[src/rtl/lsu_align_ctrl.sv]
// -----------------------------------------------------------------------------
// lsu_align_ctrl
//
// Load/store alignment controller. It accepts one scalar memory access at a
// time and turns it into one or two word-aligned bus beats. For stores it
// places the data on the correct byte lanes. For loads it merges the returned
// beats, realigns the bytes and sign- or zero-extends the result.
//
// An access whose bytes spill into the next bus word is normally reported as
// misaligned, and no bus traffic is generated. If the macro
// LSU_MISALIGNED_SPLIT_EN is defined, such an access is executed as two
// sequential beats instead. A dword access on a 32-bit datapath is always
// reported as misaligned.
//
// Ports
//   i_clk, i_rst_n        clock (rising edge), asynchronous active-low reset
//   i_req / o_ready       access handshake; a request is taken only in IDLE
//   i_is_store            1 = store, 0 = load
//   i_funct3              [1:0] size (byte/half/word/dword), [2] zero-extend
//   i_addr, i_wdata       byte address, LSB-justified store data
//   o_dmem_*              bus beat: req, we, aligned addr, lane mask, data
//   i_dmem_ack/_rdata     beat completion with read data in the same cycle
//   o_done                one-cycle completion pulse
//   o_rdata               aligned, extended load result (valid with o_done)
//   o_misaligned          misalignment trap flag (valid with o_done)
// -----------------------------------------------------------------------------
module lsu_align_ctrl #(
    parameter int XLEN   = 32,
    parameter int ADDR_W = 32
) (
    input  logic                i_clk,
    input  logic                i_rst_n,
    input  logic                i_req,
    output logic                o_ready,
    input  logic                i_is_store,
    input  logic [2:0]          i_funct3,
    input  logic [ADDR_W-1:0]   i_addr,
    input  logic [XLEN-1:0]     i_wdata,
    output logic                o_dmem_req,
    output logic                o_dmem_we,
    output logic [ADDR_W-1:0]   o_dmem_addr,
    output logic [XLEN/8-1:0]   o_dmem_mask,
    output logic [XLEN-1:0]     o_dmem_wdata,
    input  logic                i_dmem_ack,
    input  logic [XLEN-1:0]     i_dmem_rdata,
    output logic                o_done,
    output logic [XLEN-1:0]     o_rdata,
    output logic                o_misaligned
);
    localparam int NB    = XLEN / 8;
    localparam int OFF_W = $clog2(NB);
    localparam int MW    = 2 * NB;

`ifdef LSU_MISALIGNED_SPLIT_EN
    localparam bit SPLIT_EN = 1'b1;
`else
    localparam bit SPLIT_EN = 1'b0;
`endif

    typedef enum logic [1:0] {S_IDLE, S_BEAT0, S_BEAT1, S_RESP} state_t;

    state_t              state_reg, state_next;
    logic [2:0]          funct3_reg;
    logic [ADDR_W-1:0]   addr_reg;
    logic [XLEN-1:0]     wdata_reg;
    logic                is_store_reg;
    logic                trap_reg;
    logic [XLEN-1:0]     rdata0_reg;
    logic [XLEN-1:0]     rdata1_reg;

    logic                accept;
    logic                cap0;
    logic                cap1;

    // Byte-lane mask over two consecutive bus words: low half is beat 0,
    // high half is beat 1.
    function automatic logic [MW-1:0] calc_mask(input logic [1:0] size,
                                                input logic [OFF_W-1:0] off);
        logic [MW-1:0] base;
        case (size)
            2'b00:   base = MW'(1);
            2'b01:   base = MW'(3);
            2'b10:   base = MW'(15);
            default: base = MW'(255);
        endcase
        return base << off;
    endfunction

    // Trap decision is made on the incoming request, so a trapping access
    // goes straight to RESP without touching the bus.
    logic [MW-1:0] req_mask;
    logic          req_illegal;
    logic          req_trap;

    assign req_mask    = calc_mask(i_funct3[1:0], i_addr[OFF_W-1:0]);
    assign req_illegal = (XLEN == 32) && (i_funct3[1:0] == 2'b11);
    assign req_trap    = req_illegal || ((|req_mask[MW-1:NB]) && !SPLIT_EN);

    // Registered-access derived values.
    logic [MW-1:0]     cur_mask;
    logic [2*XLEN-1:0] wshift;
    logic [ADDR_W-1:0] aligned_addr;

    assign cur_mask     = calc_mask(funct3_reg[1:0], addr_reg[OFF_W-1:0]);
    assign wshift       = {{XLEN{1'b0}}, wdata_reg} << {addr_reg[OFF_W-1:0], 3'b000};
    assign aligned_addr = {addr_reg[ADDR_W-1:OFF_W], {OFF_W{1'b0}}};

    // Load realignment: shift the two-word window down by the byte offset,
    // then keep N bytes and fill the rest with the extension bit.
    logic [2*XLEN-1:0] rshift;
    logic [3:0]        n_bytes;
    logic              sign_bit;
    logic              fill_bit;
    logic [XLEN-1:0]   load_result;

    assign rshift   = {rdata1_reg, rdata0_reg} >> {addr_reg[OFF_W-1:0], 3'b000};
    assign n_bytes  = 4'd1 << funct3_reg[1:0];
    assign fill_bit = sign_bit & ~funct3_reg[2];

    always_comb begin
        sign_bit = 1'b0;
        case (funct3_reg[1:0])
            2'b00:   sign_bit = rshift[7];
            2'b01:   sign_bit = rshift[15];
            2'b10:   sign_bit = rshift[31];
            default: sign_bit = rshift[XLEN-1];
        endcase
    end

    generate
        for (genvar gi = 0; gi < NB; gi++) begin : g_lane
            assign load_result[8*gi +: 8] = (4'(gi) < n_bytes) ? rshift[8*gi +: 8]
                                                                : {8{fill_bit}};
        end
    endgenerate

    // Next-state and output logic.
    always_comb begin
        state_next   = state_reg;
        o_ready      = 1'b0;
        o_dmem_req   = 1'b0;
        o_dmem_we    = 1'b0;
        o_dmem_addr  = '0;
        o_dmem_mask  = '0;
        o_dmem_wdata = '0;
        o_done       = 1'b0;
        o_misaligned = 1'b0;
        o_rdata      = '0;
        accept       = 1'b0;
        cap0         = 1'b0;
        cap1         = 1'b0;
        case (state_reg)
            S_IDLE: begin
                o_ready = 1'b1;
                if (i_req) begin
                    accept     = 1'b1;
                    state_next = req_trap ? S_RESP : S_BEAT0;
                end
            end
            S_BEAT0: begin
                o_dmem_req   = 1'b1;
                o_dmem_we    = is_store_reg;
                o_dmem_addr  = aligned_addr;
                o_dmem_mask  = cur_mask[NB-1:0];
                o_dmem_wdata = wshift[XLEN-1:0];
                if (i_dmem_ack) begin
                    cap0       = 1'b1;
                    state_next = (|cur_mask[MW-1:NB]) ? S_BEAT1 : S_RESP;
                end
            end
            S_BEAT1: begin
                o_dmem_req   = 1'b1;
                o_dmem_we    = is_store_reg;
                o_dmem_addr  = aligned_addr + ADDR_W'(NB);
                o_dmem_mask  = cur_mask[MW-1:NB];
                o_dmem_wdata = wshift[2*XLEN-1:XLEN];
                if (i_dmem_ack) begin
                    cap1       = 1'b1;
                    state_next = S_RESP;
                end
            end
            default: begin
                o_done       = 1'b1;
                o_misaligned = trap_reg;
                o_rdata      = (trap_reg || is_store_reg) ? '0 : load_result;
                state_next   = S_IDLE;
            end
        endcase
    end

    always_ff @(posedge i_clk or negedge i_rst_n) begin
        if (!i_rst_n) begin
            state_reg    <= S_IDLE;
            funct3_reg   <= '0;
            addr_reg     <= '0;
            wdata_reg    <= '0;
            is_store_reg <= 1'b0;
            trap_reg     <= 1'b0;
            rdata0_reg   <= '0;
            rdata1_reg   <= '0;
        end else begin
            state_reg <= state_next;
            if (accept) begin
                funct3_reg   <= i_funct3;
                addr_reg     <= i_addr;
                wdata_reg    <= i_wdata;
                is_store_reg <= i_is_store;
                trap_reg     <= req_trap;
                rdata0_reg   <= '0;
                rdata1_reg   <= '0;
            end
            if (cap0) begin
                rdata0_reg <= i_dmem_rdata;
            end
            if (cap1) begin
                rdata1_reg <= i_dmem_rdata;
            end
        end
    end

endmodule

[config.mk]
export PLATFORM = sky130hd
export DESIGN_NAME = lsu_align_ctrl
export DESIGN_NICKNAME = d
export VERILOG_FILES = /design/src/rtl/lsu_align_ctrl.sv
export SDC_FILE = /design/constraint.sdc
export NUM_CORES = 1
export LEC_CHECK = 0
export ABC_AREA = 1
export BUFFER_PORTS_ARGS = -buffer_cell sky130_fd_sc_hd__buf_2
export CAP_MARGIN = 20
export CORE_MARGIN = 5
export CORE_UTILIZATION = 35
export CTS_CLUSTER_SIZE = 12
export DETAILED_ROUTE_END_ITERATION = 12
export PLACE_DENSITY = 0.66
export SYNTH_ARGS = -nofsm -noshare
export SYNTH_HDL_FRONTEND = slang
export SYNTH_SLANG_ARGS = --single-unit
[constraint.sdc]
create_clock -name i_clk -period 3.3 [get_ports i_clk]
set_clock_uncertainty 0.2 [all_clocks]
set_input_delay 0.33 -clock i_clk [delete_from_list [all_inputs] [get_ports i_clk]]
set_output_delay 0.33 -clock i_clk [all_outputs]
set_load 0.05 [all_outputs]
==> flow_metrics.py <==
metrics = {
    "run_status": {
        "outcome": "finished clean",
    },
    "cts": {
        "cts_tree": "built",
        "clkSlewWorstSetupHoldPaths_ns": 0.06,
        "cts_buffer_depth": 2,
        "numCtsBuffers": 17,
        "root_buffer": "clkbuf_16",
        "clock_sinks": 127,
        "worst_skew_pair.late_latency_ns": 0.41,
        "h-tree-depth": 4,
    },
    "worst_setup_path": {
        "cpMaxStageDelayCell": "dfrtp_2",
        "reg2reg_slack_ns": 0.83,
        "crit_top_cell": "nand2_1",
        "cp.arrival_ns": 2.62,
        "worstSetupPathType": "register to output port",
        "crit_chain": "inv_2 -> nand2_1 -> nand3_1 -> nand2_1 -> o211ai_1 -> nand2_1 -> nor2_1 -> buf_2",
        "reg2regPathDepth": 7,
        "cp-end-kind": "output port",
        "worstPathRequired_ns": 2.77,
        "path_max_fanout": 23,
        "max_stage_delay_ns": 0.57,
        "worstSetupStartpointType": "register",
    },
    "sta": {
        "setup_slack_ns": 0.152,
        "setup_tns_ns": 0,
        "hold_violations": 0,
        "whs_ns": 0.00762,
        "fmax_ghz": 0.318,
        "worst_pin_slew_ns": 0.774,
        "rsz0062_at_grt": "no",
        "drv_slew": 0,
        "finalCritPeriodShare_pct": 95.4,
        "period_minus_slack_ns": 3.15,
        "slew_headroom_pct": 48.3,
        "setup_viol": 0,
    },
    "floorplan": {
        "row_count": 55,
        "die_w_um": 163,
        "core_um2": 22800,
        "start_util_pct": 35.8,
        "die_area_um2": 26400,
        "ios": 209,
        "die_h_um": 163,
    },
    "drt": {
        "first_iter_violations": 755,
        "first_pass_iters": 5,
        "post-route-drc-count": 0,
        "via_count": 9248,
        "drt-vias-per-instance": 5.20,
        "routed_wl_um": 30500,
        "routedWlPerCell_um": 17.2,
        "ant_nets": 0,
    },
    "placed_design": {
        "dp_hpwl_um": 21900,
        "gp_congestion": 0.989,
        "dp.cells": 1660,
        "post_dp_cell_area_um2": 9560,
        "io_buffers": 206,
        "post-place-ws_ns": 0.447,
    },
    "synthesis": {
        "synth_area_leaders": "dfrtp_1, nand2_1, nor2_1",
        "synth_area_um2": 8150,
        "async_reset_ff_share_pct": 100,
        "yosys-top-cells-count": "nand2_1, nor2_1, inv_1",
        "synth_edf_count": 0,
        "syn_inst": 1180,
        "synth_flop_cell": "dfrtp_1",
        "ys_types": 37,
        "synth.largest_area_cell": "dfrtp_1",
        "synth_top_area_share_pct": 39.0,
        "synth-seq-area-share_pct": 39.0,
        "synth_warnings": 0,
        "yosysMostFrequentCell": "nand2_1",
        "syn_area_per_cell_um2": 6.90,
        "synth-seq-cells": 127,
    },
    "global_routing": {
        "gr-total-overflow": 0,
        "grt_pass1_vias": 9007,
        "track_usage_pct": 22.7,
        "antenna_found_initial": 0,
        "grt_first_pass_wirelength_um": 47600,
        "grt_max_degree": 75,
    },
    "job": {
        "drv_cap": 0,
    },
    "worst_hold_path": {
        "hold_class": "input pin to register",
        "hold_depth": 3,
    },
    "cells_and_area": {
        "antenna_cells": 0,
        "area_delta_synth_final_pct": 35.4,
        "drive_gt1_share_pct": 22.2,
        "finish.utilization_pct": 48.4,
        "post-route-cell-area_um2": 11000,
        "nets": 1563,
        "final_cells": 1780,
    },
    "power_and_ir_drop": {
        "vdd_drop_max_v": 0.000599,
        "power_mw": 12.3,
        "leakage_nw": 5.60,
        "powerDensity_nw_per_um2": 1110,
    },
}
-- cell type report --
cell class,instances,area (um2)
multi-input cells,839,4100
fillers,2272,11700
clock buffers,19,443
clock inverters,13,151
inverters,147,559
flip-flops and latches,127,3180
repair buffers,322,2210
well taps,313,392
-- worst paths after layout --
| kind | start | end |
|---|---|---|
| hold reg to reg | rdata0_reg[2]$_DFFE_PN0P_ | rdata0_reg[2]$_DFFE_PN0P_ |
| max in group asynchronous | i_rst_n | wdata_reg[20]$_DFFE_PN0P_ |
| min in group asynchronous | i_rst_n | addr_reg[18]$_DFFE_PN0P_ |
| hold / removal | i_dmem_rdata[31] | rdata0_reg[31]$_DFFE_PN0P_ |
| setup reg to reg | state_reg[1]$_DFFE_PN0P_ | rdata0_reg[14]$_DFFE_PN0P_ |
| setup / recovery | addr_reg[0]$_DFFE_PN0P_ | o_rdata[9] |
-- cell families after synthesis --
kind of cell,count (synthesis),synth area share [%]
DFF,127,39.0
other,1,0.0460
buffers and inverters,215,10.8
and+or+nand+nor,524,26.3
muxes,29,4.01
AOI/OAI and AO/OA,279,19.1
adders and majority gates,5,0.768
-- power breakdown --
part	switching [mW]	total (mW)	leakage (nW)	internal, mW
Combinational	5.32	7.40	3.76	2.08
Sequential	0.705	2.97	1.54	2.27
Clock	0.774	1.92	0.295	1.15
-- metal layers --
metal | GRT usage, % | part of all wire (%)
met5 | 0 | 0
met4 | 8.88 | 3.3
met3 | 4.71 | 7.9
met2 | 36.5 | 46
met1 | 30.2 | 43
-- layout by cell type, fill, tap and decap left out, types with 3 or more instances in the layout --
master           n
nor2_1         147
clkbuf_16       17
mux2_2          29
buf_12           6
nand2_2          4
dfrtp_1        126
o32ai_1          3
a32oi_1          5
buf_4           29
nand2_1        282
a31oi_1         16
nand3_1         58
o21ai_0        108
clkinv_4         4
o211ai_1         4
a22oi_1          7
inv_6            4
nor3_1           3
dlygate4sd3_1   85
nand4_1          9
a21oi_1         78
o22ai_1         53
ha_1             5
inv_1          142
nor2_2          14
buf_2          201
-- critical path, delay by kind of cell (launching register included) --
kind	cells	cell delay, ns
buffers and inverters	2	0.53
and+or+nand+nor	5	0.82
DFF	1	0.57
AOI/OAI and AO/OA	1	0.28
-- repair_timing --
item,CTS,global route
setup endpoints to repair,3,25
endpoints found under the hold margin,157,1
hold buffers,84,1
buffers inserted,0,3
gates resized for setup,1,1
(Power assumes the default switching activity.)
